File: config.mk
export PLATFORM = sky130hd
export DESIGN_NAME = uart_rx_fifo
export DESIGN_NICKNAME = d
export VERILOG_FILES = /design/src/rtl/uart_rx_fifo.sv
export SDC_FILE = /design/constraint.sdc
export NUM_CORES = 1
export LEC_CHECK = 0
export CORE_MARGIN = 3
export CORE_UTILIZATION = 40
export DETAILED_ROUTE_END_ITERATION = 8
export MAX_ROUTING_LAYER = met4
export PLACE_DENSITY = 0.54
export REMOVE_ABC_BUFFERS = 1
export SYNTH_ARGS = -nofsm -noshare
export SYNTH_HDL_FRONTEND = slang
export SYNTH_SLANG_ARGS = --single-unit
File: constraint.sdc
create_clock -name clk -period 15.3 [get_ports clk]
set_input_delay 3.06 -clock clk [delete_from_list [all_inputs] [get_ports clk]]
set_output_delay 3.06 -clock clk [all_outputs]
set_load 0.01 [all_outputs]
File: src/rtl/uart_rx_fifo.sv
// uart_rx_fifo: UART receiver (8N1, LSB first) with a show-ahead byte FIFO.
//   clk, reset      : system clock, asynchronous active-high reset
//   ser_rx          : serial line, idle high, asynchronous to clk
//   cfg_div_we/di/do: clocks-per-bit register (writes below 4 stored as 4)
//   rx_data/valid   : FIFO head byte and non-empty flag; rx_ready pops
//   fifo_level      : bytes currently held
//   frame_err       : one-cycle pulse on a stop bit sampled low
//   overflow        : sticky drop flag, cleared by overflow_clr (set wins)
module uart_rx_fifo #(
  parameter int unsigned DEFAULT_DIV = 100,
  parameter int unsigned FIFO_DEPTH  = 8
) (
  input  logic                          clk,
  input  logic                          reset,
  input  logic                          ser_rx,
  input  logic                          cfg_div_we,
  input  logic [31:0]                   cfg_div_di,
  output logic [31:0]                   cfg_div_do,
  output logic [7:0]                    rx_data,
  output logic                          rx_valid,
  input  logic                          rx_ready,
  output logic [$clog2(FIFO_DEPTH):0]   fifo_level,
  output logic                          frame_err,
  output logic                          overflow,
  input  logic                          overflow_clr
);

  localparam int unsigned AW = $clog2(FIFO_DEPTH);

  typedef enum logic [1:0] {ST_IDLE, ST_START, ST_DATA, ST_STOP} state_t;

  logic          sync1_q, sync2_q;
  logic [31:0]   div_reg_q, div_reg_d;
  logic [31:0]   div_q, div_d;
  logic [31:0]   cnt_q, cnt_d;
  logic [2:0]    bit_idx_q, bit_idx_d;
  logic [7:0]    shreg_q, shreg_d;
  state_t        state_q, state_d;
  logic          frame_err_q, frame_err_d;
  logic          overflow_q, overflow_d;
  logic [7:0]    mem_q [FIFO_DEPTH];
  logic [7:0]    mem_d [FIFO_DEPTH];
  logic [AW:0]   wptr_q, wptr_d;
  logic [AW:0]   rptr_q, rptr_d;

  logic          rxs_s;
  logic          full_s;
  logic          pop_s;
  logic          push_s;
  logic [31:0]   half_m1_s;
  logic [31:0]   div_m1_s;

  assign rxs_s      = sync2_q;
  // Pointers carry one extra wrap bit: equal low bits with differing MSB means full.
  assign full_s     = (wptr_q[AW] != rptr_q[AW]) && (wptr_q[AW-1:0] == rptr_q[AW-1:0]);
  assign rx_valid   = (wptr_q != rptr_q);
  assign pop_s      = rx_valid & rx_ready;
  assign fifo_level = wptr_q - rptr_q;
  assign rx_data    = mem_q[rptr_q[AW-1:0]];
  assign cfg_div_do = div_reg_q;
  assign frame_err  = frame_err_q;
  assign overflow   = overflow_q;
  assign half_m1_s  = (div_q >> 1) - 32'd1;
  assign div_m1_s   = div_q - 32'd1;

  // Next-state logic for the divisor register, receive FSM and FIFO.
  always_comb begin
    div_reg_d   = div_reg_q;
    div_d       = div_q;
    cnt_d       = cnt_q;
    bit_idx_d   = bit_idx_q;
    shreg_d     = shreg_q;
    state_d     = state_q;
    frame_err_d = 1'b0;
    overflow_d  = overflow_q & ~overflow_clr;
    push_s      = 1'b0;
    mem_d       = mem_q;

    if (cfg_div_we) begin
      div_reg_d = (cfg_div_di < 32'd4) ? 32'd4 : cfg_div_di;
    end else begin
      div_reg_d = div_reg_q;
    end

    case (state_q)
      ST_IDLE: begin
        if (!rxs_s) begin
          cnt_d   = 32'd0;
          div_d   = div_reg_q;  // frozen for the whole frame
          state_d = ST_START;
        end else begin
          state_d = ST_IDLE;
        end
      end
      ST_START: begin
        if (cnt_q == half_m1_s) begin
          if (!rxs_s) begin
            cnt_d     = 32'd0;
            bit_idx_d = 3'd0;
            state_d   = ST_DATA;
          end else begin
            state_d   = ST_IDLE;  // too short to be a start bit
          end
        end else begin
          cnt_d = cnt_q + 32'd1;
        end
      end
      ST_DATA: begin
        if (cnt_q == div_m1_s) begin
          shreg_d   = {rxs_s, shreg_q[7:1]};
          cnt_d     = 32'd0;
          bit_idx_d = bit_idx_q + 3'd1;
          if (bit_idx_q == 3'd7) begin
            state_d = ST_STOP;
          end else begin
            state_d = ST_DATA;
          end
        end else begin
          cnt_d = cnt_q + 32'd1;
        end
      end
      ST_STOP: begin
        if (cnt_q == div_m1_s) begin
          cnt_d   = 32'd0;
          state_d = ST_IDLE;  // leave at mid-stop so a back-to-back start is caught
          if (rxs_s) begin
            // A same-cycle pop frees the slot, so a full FIFO can still accept.
            if (!full_s || pop_s) begin
              push_s = 1'b1;
            end else begin
              overflow_d = 1'b1;
            end
          end else begin
            frame_err_d = 1'b1;
          end
        end else begin
          cnt_d = cnt_q + 32'd1;
        end
      end
      default: begin
        state_d = ST_IDLE;
        cnt_d   = 32'd0;
      end
    endcase

    if (push_s) begin
      mem_d[wptr_q[AW-1:0]] = shreg_q;
    end else begin
      mem_d[wptr_q[AW-1:0]] = mem_q[wptr_q[AW-1:0]];
    end
    wptr_d = wptr_q + {{AW{1'b0}}, push_s};
    rptr_d = rptr_q + {{AW{1'b0}}, pop_s};
  end

  // State registers, synchroniser included.
  always_ff @(posedge clk or posedge reset) begin
    if (reset) begin
      sync1_q     <= 1'b1;
      sync2_q     <= 1'b1;
      div_reg_q   <= DEFAULT_DIV;
      div_q       <= DEFAULT_DIV;
      cnt_q       <= 32'd0;
      bit_idx_q   <= 3'd0;
      shreg_q     <= 8'd0;
      state_q     <= ST_IDLE;
      frame_err_q <= 1'b0;
      overflow_q  <= 1'b0;
      wptr_q      <= '0;
      rptr_q      <= '0;
      for (int unsigned i = 0; i < FIFO_DEPTH; i++) begin
        mem_q[i] <= 8'd0;
      end
    end else begin
      sync1_q     <= ser_rx;
      sync2_q     <= sync1_q;
      div_reg_q   <= div_reg_d;
      div_q       <= div_d;
      cnt_q       <= cnt_d;
      bit_idx_q   <= bit_idx_d;
      shreg_q     <= shreg_d;
      state_q     <= state_d;
      frame_err_q <= frame_err_d;
      overflow_q  <= overflow_d;
      wptr_q      <= wptr_d;
      rptr_q      <= rptr_d;
      mem_q       <= mem_d;
    end
  end

endmodule

# After elaboration in Yosys (flattened, before gate mapping)
# Cells that the tools add are included.
[word_totals]
mem_bits_ro = 0
out_inout_bits = 47
ff_bits = 185
in_bits = 38
latchBits = 0
memories = 0
mem_bits_rw = 0
[op_classes]
bitwise_logic = 6
order_cmp = 4
eq_ne = 13
mux = 38
mul = 0
shifts = 0
div = 0
n_addsub = 7
n_reduce_logical = 11
[op_table]
columns = ["op", "count"]
rows = [
  ["64-bit bitwise mux", 2],
  ["32-bit 2-to-1 mux", 4],
  ["32-bit one-hot mux with 3 select lines", 1],
  ["32-bit equality test", 2],
  ["64-bit 2-to-1 mux", 1],
  ["8-bit binary-select mux with 3-bit select", 2],
  ["8-bit 2-to-1 mux", 5],
  ["32-bit by 1-bit adder with 32-bit output (second input constant)", 1],
  ["32-bit by 3-bit less-than comparator with 1-bit output (second input constant)", 1],
  ["31-bit by 1-bit subtractor with 32-bit output (second input constant)", 1],
  ["32-bit by 1-bit subtractor with 32-bit output (second input constant)", 1],
  ["8-bit demux with 3-bit select", 1],
  ["1-bit 2-to-1 mux", 13],
  ["3-bit 2-to-1 mux", 3],
  ["4-bit by 1-bit adder with 4-bit output", 2],
  ["4-bit greater-or-equal comparator (second input constant)", 2],
  ["2-bit 2-to-1 mux", 4],
  ["2-bit inequality test (second input constant)", 4],
  ["3-bit NOT with 4-bit output", 2],
  ["2-bit one-hot mux with 4 select lines", 1],
  ["3-bit one-hot mux with 2 select lines", 1],
  ["2-bit equality test (second input constant)", 2],
  ["4-bit by 1-bit less-than comparator with 1-bit output (second input constant)", 1],
  ["4-bit inequality test", 1],
  ["other kinds (17)", 21],
]

# Logic depth before layout (Yosys ltp)
# Gate-level depths: netlist of the first run.
[logic_depth]
depth_word = 9
depth_mapped = 17

# Worst setup path after synthesis of the first run
# Ideal clock, no wire load.
[synth_timing]
path_type = "flip-flop to output port"
from = "reg rptr_q[0]"
to = "out rx_data[5]"
required_time_ps = 12240
stages_incl_launch_ff = 6
t_arrival_ps = 2003
n_path_buf = 2
path_slack_ps = 10237
cell_sequence = "dfrtp_1 clkbuf_1 buf_1 mux4_2 nand2_1 nand2_1"
[synth_via]
elab_chain_len = 4
[synth_rtl]
columns = ["element", "line", "source"]
rows = [
  ["start, declared", "44", "logic [AW:0] rptr_q, rptr_d;"],
  ["start signal, assigned", "185", "rptr_q <= rptr_d;"],
  ["3-bit NOT with 4-bit output (implied by the code)", "59", "assign rx_data = mem_q[rptr_q[AW-1:0]];"],
  ["8-bit binary-select mux with 3-bit select", "59", ""],
  ["8-bit 2-to-1 mux (implied by the code) (2 in series)", "59", ""],
  ["end, declared", "19", "output logic [7:0] rx_data,"],
]
# No other way between the ends. The select of a mux whose other input is x is not followed.

# Final worst setup path of the first run
[layout_timing]
from = "reg rptr_q[2]"
to = "out fifo_level[3]"
[layout_via]
elab_chain_len = 1
[layout_rtl]
columns = ["element", "line", "source"]
rows = [
  ["4-bit subtractor", "58", "assign fifo_level = wptr_q - rptr_q;"],
  ["end, declared", "22", "output logic [$clog2(FIFO_DEPTH):0] fifo_level,"],
]
# No other way between the ends.

==> impl_metrics.ini, run 1 <==
[setup_path]
crit_end = fifo_level[3]
r2r_end = cnt_q[30]$_DFF_PP0_
r2r_cells = 11
critPathKind = reg -> out
rr_startpoint = div_q[1]$_DFFE_PP0P_
r2r_setup_slack_ps = 10250
cp-startpoint = rptr_q[2]$_DFF_PP0_
cp-start-kind = flop
worstPathRequired_ps = 12240
cp_slowest_stage_delay_ps = 660
cp_max_fo = 11
cp.arrival_ps = 2980
slowest_stage = dfrtp_1
crit_chain = clkinv_1 -> ha_1 -> a21oi_1 -> xnor2_1 -> clkdlybuf4s50_1
critPathCaptureType = primary output

[worst_hold_path]
min_path_type = reg -> reg

[route]
postRouteAntennaNets = 0
drtPass1Iterations = 5
wl_mm = 31.9
vias_per_cell = 5.74
drtIter0Drc = 639
post_drt_wl_per_cell_um = 19.8
drt_drc_violations_left = 0
via_count = 9253

[timing]
tightest_slew_ps = 1120
finalCriticalPeriod_ps = 6040
worst_slack_ps = 9260
final-setup-viol-count = 0
finalSetupTns_ps = 0
slew_headroom_pct = 25.6
fin_crit_sh_pct = 39.5
maxSlewViolCount = 0
finClkSkew_ps = 10.6
hold_viol = 0
rsz0062_at_grt = false
max_freq_mhz = 166

[finish]
antenna_cells = 0
drive_gt1_share_pct = 15.1
nets = 1273
area_growth_pct = 13.8

[power]
power_density_nw_per_um2 = 108
leakagePower_nw = 5.34
irDropWorstVdd_v = 0.0000653

[logic_synthesis]
syn_area_um2 = 11400
ys_seq_elements = 185
ys_seq_area_share_pct = 40.6
synth-main-ff-cell = dfrtp_1
synthArstFlopShare_pct = 100
synth.distinct_cells = 80
avgSynthCellArea_um2 = 9.42
yosys-top-cells-area = dfrtp_1, mux2_2, nand2_1, xnor2_1, mux4_2
synthCells = 1214
yosysMostFrequentCell = dfrtp_1
synth_top_area_cell = dfrtp_1
synthTopCellsByCount = dfrtp_1, nand2_1, clkbuf_1
yosysWarnings = 0
synth.top_cell.area_share_pct = 38.7
synth_edf_count = 0

[floorplanning]
die_x_um = 175
die_h_um = 175
rows = 61
initial_core_util_pct = 40.8
dieArea_um2 = 30700
ios = 85
core-area_um2 = 28000

[clock_network]
clock_sinks = 185
numCtsBuffers = 17
cts.path.max_buffers = 2
hold_buffers = 0
cts.htree.levels = 4
path_clk_slew_ps = 80
clock_latency_ps = 450
cts_tree = done
ctsResizeCount = 0
cts_root_buffer = clkbuf_16
postCtsSetupRepairBufs = 0

[place]
routabilityCongestion = 0.962
hpwlAfterDp_mm = 22.5
pre_cts_ws_ps = 9690
io_buffers = 84

[global_route]
antenna_found_initial = 0
grt_pass1_vias = 9257
grt-ovfl-total = 0
grt_max_degree = 115
grt_pass1_wl_mm = 52.1
grtUsageTotal_pct = 21.9

[flow_run]
maxCapViolCount = 0

[outcome]
status = complete, no violations
## state kept, by name, indices dropped and copies added, names as in the netlist, named ones only
name,count
mem_q,64
cfg_div_do,32
cnt_q,32
div_q,32
shreg_q,8
rptr_q,4
wptr_q,4
bit_idx_q,3
frame_err,1
overflow,1
rxs_s,1
state_q,1
sync1_q,1
## layer usage
metal	global-route usage [%]	vias to the layer above	routed length, um
li1	-	4430	-
met1	27.0	4528	14000
met2	36.9	225	16000
met3	2.93	70	1060
met4	8.18	0	937
met5	-	-	0
## through the flow
step / hold WS [ps] / util, % / instance area (um^2) / instances / power [W]
finish: 359 / 46.5 / 13000 / 1613 / 0.00141
detailed placement: 350 / 44.3 / 12400 / 1581 / 0.000960
global route: 365 / 46.5 / 13000 / 1613 / 0.00148
CTS: 362 / 46.5 / 13000 / 1613 / 0.00142
global placement: 348 / 44.3 / 12400 / 1581 / 0.000955
floorplan: 345 / - / 11000 / 1109 / 0.000807
## critical path, delay by kind of cell (launching register included)
kind | cells | cell delay [ps]
buf+inv | 2 | 1070
flops | 1 | 660
fa+ha+maj | 1 | 490
compound gates | 1 | 170
xor+xnor | 1 | 130
## layout make-up
cell class,count,area [um^2]
Tap cell,378,473
Clock inverter,13,150
Fill cell,2731,15000
Multi-Input combinational cell,888,6250
Clock buffer,19,453
Timing Repair Buffer,94,916
Sequential cell,185,4640
Inverter,36,143
## placed cells by master (no fill, tap or decap), types with 12 or more instances in the layout
cell / instances
dfrtp_1: 177
nand2_1: 142
clkdlybuf4s50_1: 84
mux2_2: 66
nor2_1: 61
xnor2_1: 55
o21ai_1: 51
nand3_1: 47
inv_1: 34
nor4_1: 31
a21oi_1: 31
a22oi_1: 29
nand4_1: 29
xor2_1: 29
o21ai_0: 25
o22ai_1: 24
o21ai_2: 24
nor3_1: 23
clkbuf_16: 17
and3_1: 16
mux4_2: 16
and2_1: 13
ha_1: 12
## report_power, final
part	switching, W	internal, W	leakage, nW
Combinational	0.000158	0.000182	2.88
Sequential	0.0000842	0.000523	2.16
Clock	0.000220	0.000241	0.298
Total	0.000462	0.000946	5.34
## how the worst min path moves through the flow
stage	slack (ps)	start	cells past startpoint	end
4_1_cts	360	sync1_q$_DFF_PP1_	0	rxs_s$_DFF_PP1_
3_5_place_dp	350	sync1_q$_DFF_PP1_	0	rxs_s$_DFF_PP1_
3_3_place_gp	350	sync1_q$_DFF_PP1_	0	rxs_s$_DFF_PP1_
5_1_grt	370	sync1_q$_DFF_PP1_	0	rxs_s$_DFF_PP1_
2_1_floorplan	350	sync1_q$_DFF_PP1_	0	rxs_s$_DFF_PP1_
6_report	360	sync1_q$_DFF_PP1_	0	rxs_s$_DFF_PP1_
## kinds of logic after synthesis
logic type / Yosys count / share of synthesized area (%)
buf+inv: 141 / 4.93
simple gates: 435 / 19.5
flops: 185 / 40.6
xor+xnor: 84 / 6.43
mux: 96 / 11.7
compound gates: 260 / 15.3
fa+ha+maj: 13 / 1.49
No activity file was read; power rests on OpenSTA's default activity.
==> inputs of run 2 (changes only) <==
==> constraint.sdc (replaced) <==
create_clock -name clk -period 6.2 [get_ports clk]
set_input_delay 1.24 -clock clk [delete_from_list [all_inputs] [get_ports clk]]
set_output_delay 1.24 -clock clk [all_outputs]
set_load 0.01 [all_outputs]
==> impl_metrics.ini, run 2 (synthesized netlist as in run 1, its figures left out) <==
[power]
leakagePower_nw = 5.33
irDropWorstVdd_v = 0.000186
power_density_nw_per_um2 = 265
p_total_w = 0.00344

[global_route]
grt_max_degree = 123
grt-ovfl-total = 0
grt_pass1_wl_mm = 51.8
antenna_found_initial = 1
grtUsageTotal_pct = 22.0
grt_pass1_vias = 9183

[setup_path]
cp-start-kind = flop
critPathCaptureType = flop
rr_startpoint = div_q[1]$_DFFE_PP0P_
crit_end = cnt_q[30]$_DFF_PP0_
r2r_end = cnt_q[30]$_DFF_PP0_
r2r_cells = 11
cp_max_fo = 12
worstPathRequired_ps = 6530
r2r_setup_slack_ps = 1500
critPathKind = reg -> reg
cp.arrival_ps = 5030
cp-startpoint = div_q[1]$_DFFE_PP0P_

[floorplanning]
die_x_um = 175
dieArea_um2 = 30700
initial_core_util_pct = 40.8
ios = 85
core-area_um2 = 28000
die_h_um = 175
rows = 61

[clock_network]
clock_sinks = 185
numCtsBuffers = 17
ctsResizeCount = 0
hold_buffers = 0
path_clk_slew_ps = 80
cts_root_buffer = clkbuf_16
postCtsSetupRepairBufs = 0
clock_latency_ps = 450
cts.path.max_buffers = 2
cts.htree.levels = 4
cts_tree = done

[finish]
nets = 1275
largest_register_ffs = 64
fill_cells = 2725
area_growth_pct = 13.6
final_common_cell = dfrtp_1
drive_gt1_share_pct = 15.1
fin_cells = 1616
regArea_um2 = 4640
multiInputGateArea_um2 = 6240
layout_common_cells = dfrtp_1, nand2_1, clkdlybuf4s50_1
top_register = mem_q

[route]
drtIter0Drc = 668
drt_drc_violations_left = 0
postRouteAntennaNets = 0
vias_per_cell = 5.70
drtPass1Iterations = 5
wl_mm = 31.9
via_count = 9207
post_drt_wl_per_cell_um = 19.8

[timing]
finalCriticalPeriod_ps = 4700
final-setup-viol-count = 0
hold_viol = 0
tightest_slew_ps = 1070
hold_ws_ps = 359
max_freq_mhz = 213
finClkSkew_ps = 13.8
fin_crit_sh_pct = 75.8
rsz0062_at_grt = false
maxSlewViolCount = 0
slew_headroom_pct = 27.9

[outcome]
status = complete, no violations

[worst_hold_path]
min_path_type = reg -> reg

[place]
hpwlAfterDp_mm = 22.9
dp.cells = 1583
routabilityCongestion = 0.880
io_buffers = 84

[flow_run]
maxCapViolCount = 0
## run 2: area by class of cell
type / instances / share of cell area (%)
antenna: 1 / 0.0193
clock buffer: 18 / 3.38
sequential: 185 / 35.7
multi-input combinational: 888 / 48.0
timing repair buffer: 96 / 7.16
tap: 378 / 3.64
inverter: 36 / 1.10
clock inverter: 14 / 0.972
## run 2: how the worst min path moves through the flow
stage / startpoint / endpoint / slack, ps / depth (start not counted)
2_1_floorplan: sync1_q$_DFF_PP1_ / rxs_s$_DFF_PP1_ / 350 / 0
3_3_place_gp: sync1_q$_DFF_PP1_ / rxs_s$_DFF_PP1_ / 350 / 0
3_5_place_dp: sync1_q$_DFF_PP1_ / rxs_s$_DFF_PP1_ / 350 / 0
4_1_cts: sync1_q$_DFF_PP1_ / rxs_s$_DFF_PP1_ / 360 / 0
5_1_grt: sync1_q$_DFF_PP1_ / rxs_s$_DFF_PP1_ / 360 / 0
6_report: sync1_q$_DFF_PP1_ / rxs_s$_DFF_PP1_ / 360 / 0
## run 2: stage by stage
step | util (%) | instance area (um^2) | TNS (ps) | setup slack [ps]
2_1_floorplan | - | 11000 | -9820 | -55.5
3_3_place_gp | 44.4 | 12400 | 0 | 1760
3_5_place_dp | 44.4 | 12400 | 0 | 1590
4_1_cts | 46.4 | 13000 | 0 | 1570
5_1_grt | 46.4 | 13000 | 0 | 959
6_report | 46.4 | 13000 | 0 | 1500
## run 2: critical path: stages (launching register included)
cell	delay [ps]
dfrtp_1	430
inv_1	130
ha_1	330
nor4b_2	610
nand4_1	570
or4_1	650
a2111oi_0	430
nand3_1	310
o21ai_1	210
buf_4	210
nand2_1	280
a221o_1	430
## run 2: where the power goes
group          switching, W  internal (W)
clock network      0.000539      0.000542
logic              0.000432      0.000455
registers          0.000184       0.00129
## run 2: routing by layer
metal / part of all wire (%) / wire (um) / GRT usage [%]
met4: 3.1 / 1010 / 8.08
met2: 50 / 15800 / 36.6
met3: 3.8 / 1200 / 3.11
met1: 44 / 13900 / 27.3
met5: 0 / 0 / -
==> inputs of run 3 (changes only) <==
==> constraint.sdc (replaced) <==
create_clock -name clk -period 4.6 [get_ports clk]
set_input_delay 0.92 -clock clk [delete_from_list [all_inputs] [get_ports clk]]
set_output_delay 0.92 -clock clk [all_outputs]
set_load 0.01 [all_outputs]
==> impl_metrics.ini, run 3 (synthesized netlist as in run 1, its figures left out) <==
[power]
combPwrFrac_pct = 27.5
switching_share_pct = 33.5
p_int_w = 0.00309
power_density_nw_per_um2 = 353
p_clk_share_pct = 30.9
switchingPower_w = 0.00156
irDropWorstVdd_v = 0.000245
seq_power_share_pct = 41.6
leakagePower_nw = 5.45

[timing]
finalCriticalPeriod_ps = 4150
rsz0062_at_grt = false
slew_headroom_pct = 30.5
finClkSkew_ps = 13.1
hold_ws_ps = 360
hold_viol = 0
maxSlewViolCount = 0
tightest_slew_ps = 1030
final-setup-viol-count = 0
max_freq_mhz = 241
fin_crit_sh_pct = 90.2

[global_route]
antenna_found_initial = 0
grt_pass1_wl_mm = 53.0
grt-ovfl-total = 0
grt_pass1_vias = 9304
grtUsageTotal_pct = 22.6
grt_max_degree = 85

[flow_run]
maxCapViolCount = 0

[setup_path]
critPathKind = reg -> reg
cp_slowest_stage_delay_ps = 530
cp.arrival_ps = 4530
crit_chain = inv_1 -> ha_1 -> nor4b_4 -> nand4_1 -> buf_4 -> or4_1 -> a2111oi_0 -> nand3_1 -> o31ai_1 -> and2_1 -> a221o_1
cp_max_fo = 12
critPathCaptureType = flop
rr_startpoint = div_q[1]$_DFFE_PP0P_
slowest_stage = or4_1
worstPathRequired_ps = 4980
cp-start-kind = flop
r2r_cells = 11
cp-startpoint = div_q[1]$_DFFE_PP0P_

[finish]
antenna_cells = 0
area_growth_pct = 15.2
regArea_um2 = 4640
post-route-util_pct = 47.0
largest_register_ffs = 64
multiInputGateArea_um2 = 6250
fill_cells = 2734
top_register = mem_q
drive_gt1_share_pct = 16.7
nets = 1298
fin_cells = 1638
layout_common_cells = dfrtp_1, nand2_1, clkdlybuf4s50_1
final_common_cell = dfrtp_1

[route]
wl_mm = 33.1
post_drt_wl_per_cell_um = 20.2
drtPass1Iterations = 5
vias_per_cell = 5.72
drtIter0Drc = 715
postRouteAntennaNets = 0
drt_drc_violations_left = 0
via_count = 9373

[floorplanning]
initial_core_util_pct = 40.8
ios = 85
rows = 61
die_x_um = 175
core-area_um2 = 28000
die_h_um = 175
dieArea_um2 = 30700

[clock_network]
cts_tree = done
cts_root_buffer = clkbuf_16
cts.htree.levels = 4
clock_latency_ps = 450
numCtsBuffers = 17
path_clk_slew_ps = 80
cts.path.max_buffers = 2
clock_sinks = 185
hold_buffers = 0

[outcome]
status = complete, no violations

[place]
dp.cells = 1606
routabilityCongestion = 0.967
io_buffers = 84
hpwlAfterDp_mm = 23.7

[worst_hold_path]
hold_depth = 0
min_path_type = reg -> reg
min_from = sync1_q$_DFF_PP1_
==> run 3: metal layers <==
layer  part of all wire, %  vias to the layer above  GRT usage [%]
met5                     0                        -              -
met4                   3.7                        0           8.24
met3                   4.3                       65           3.76
met2                    49                      283           37.1
met1                    43                     4551           28.2
li1                      -                     4474              -
==> run 3: final timing paths <==
check | slack, ps | endpoint
worst max-delay path | 450 | cnt_q[30]$_DFF_PP0_
worst min-delay path | 360 | rxs_s$_DFF_PP1_
worst max register to register | 450 | cnt_q[30]$_DFF_PP0_
worst min register to register | 360 | rxs_s$_DFF_PP1_
max in group asynchronous | 2770 | rxs_s$_DFF_PP1_
min in group asynchronous | 940 | cfg_div_do[19]$_DFFE_PP0P_
==> run 3: layout make-up <==
type                       count  area share [%]
multi-input combinational    888            47.4
sequential                   185            35.2
timing repair buffer         119            8.47
tap                          378            3.59
clock buffer                  17            3.23
inverter                      36            1.08
clock inverter                15           0.997
==> run 3: what timing repair did <==
action                     CTS  global route
setup buffers                0             0
resized for setup            0             1
setup endpoints to repair    0            13
==> run 3: critical path, delay by kind of cell (launching register included) <==
kind,cells,cell delay (ps)
adders and majority gates,1,350
DFF,1,430
AOI/OAI and AO/OA,3,1000
buffers and inverters,2,350
and+or+nand+nor,5,1940
==> run 3: power by group through the flow <==
stage / clock network (W) / registers, W / logic [W]
2_1_floorplan: 0 / 0.00197 / 0.000715
3_3_place_gp: 0 / 0.00196 / 0.00128
3_5_place_dp: 0 / 0.00197 / 0.00129
4_1_cts: 0.00148 / 0.00194 / 0.00129
5_1_grt: 0.00155 / 0.00196 / 0.00140
6_report: 0.00144 / 0.00194 / 0.00128
==> run 3: metrics by stage <==
step | setup slack, ps | setup TNS, ps | instance area, um^2 | power [W]
global placement | 466 | 0 | 12600 | 0.00324
CTS | 291 | 0 | 13200 | 0.00470
floorplan | -1340 | -236380 | 11000 | 0.00268
finish | 451 | 0 | 13200 | 0.00465
global route | 88.8 | 0 | 13200 | 0.00491
detailed placement | 338 | 0 | 12600 | 0.00325
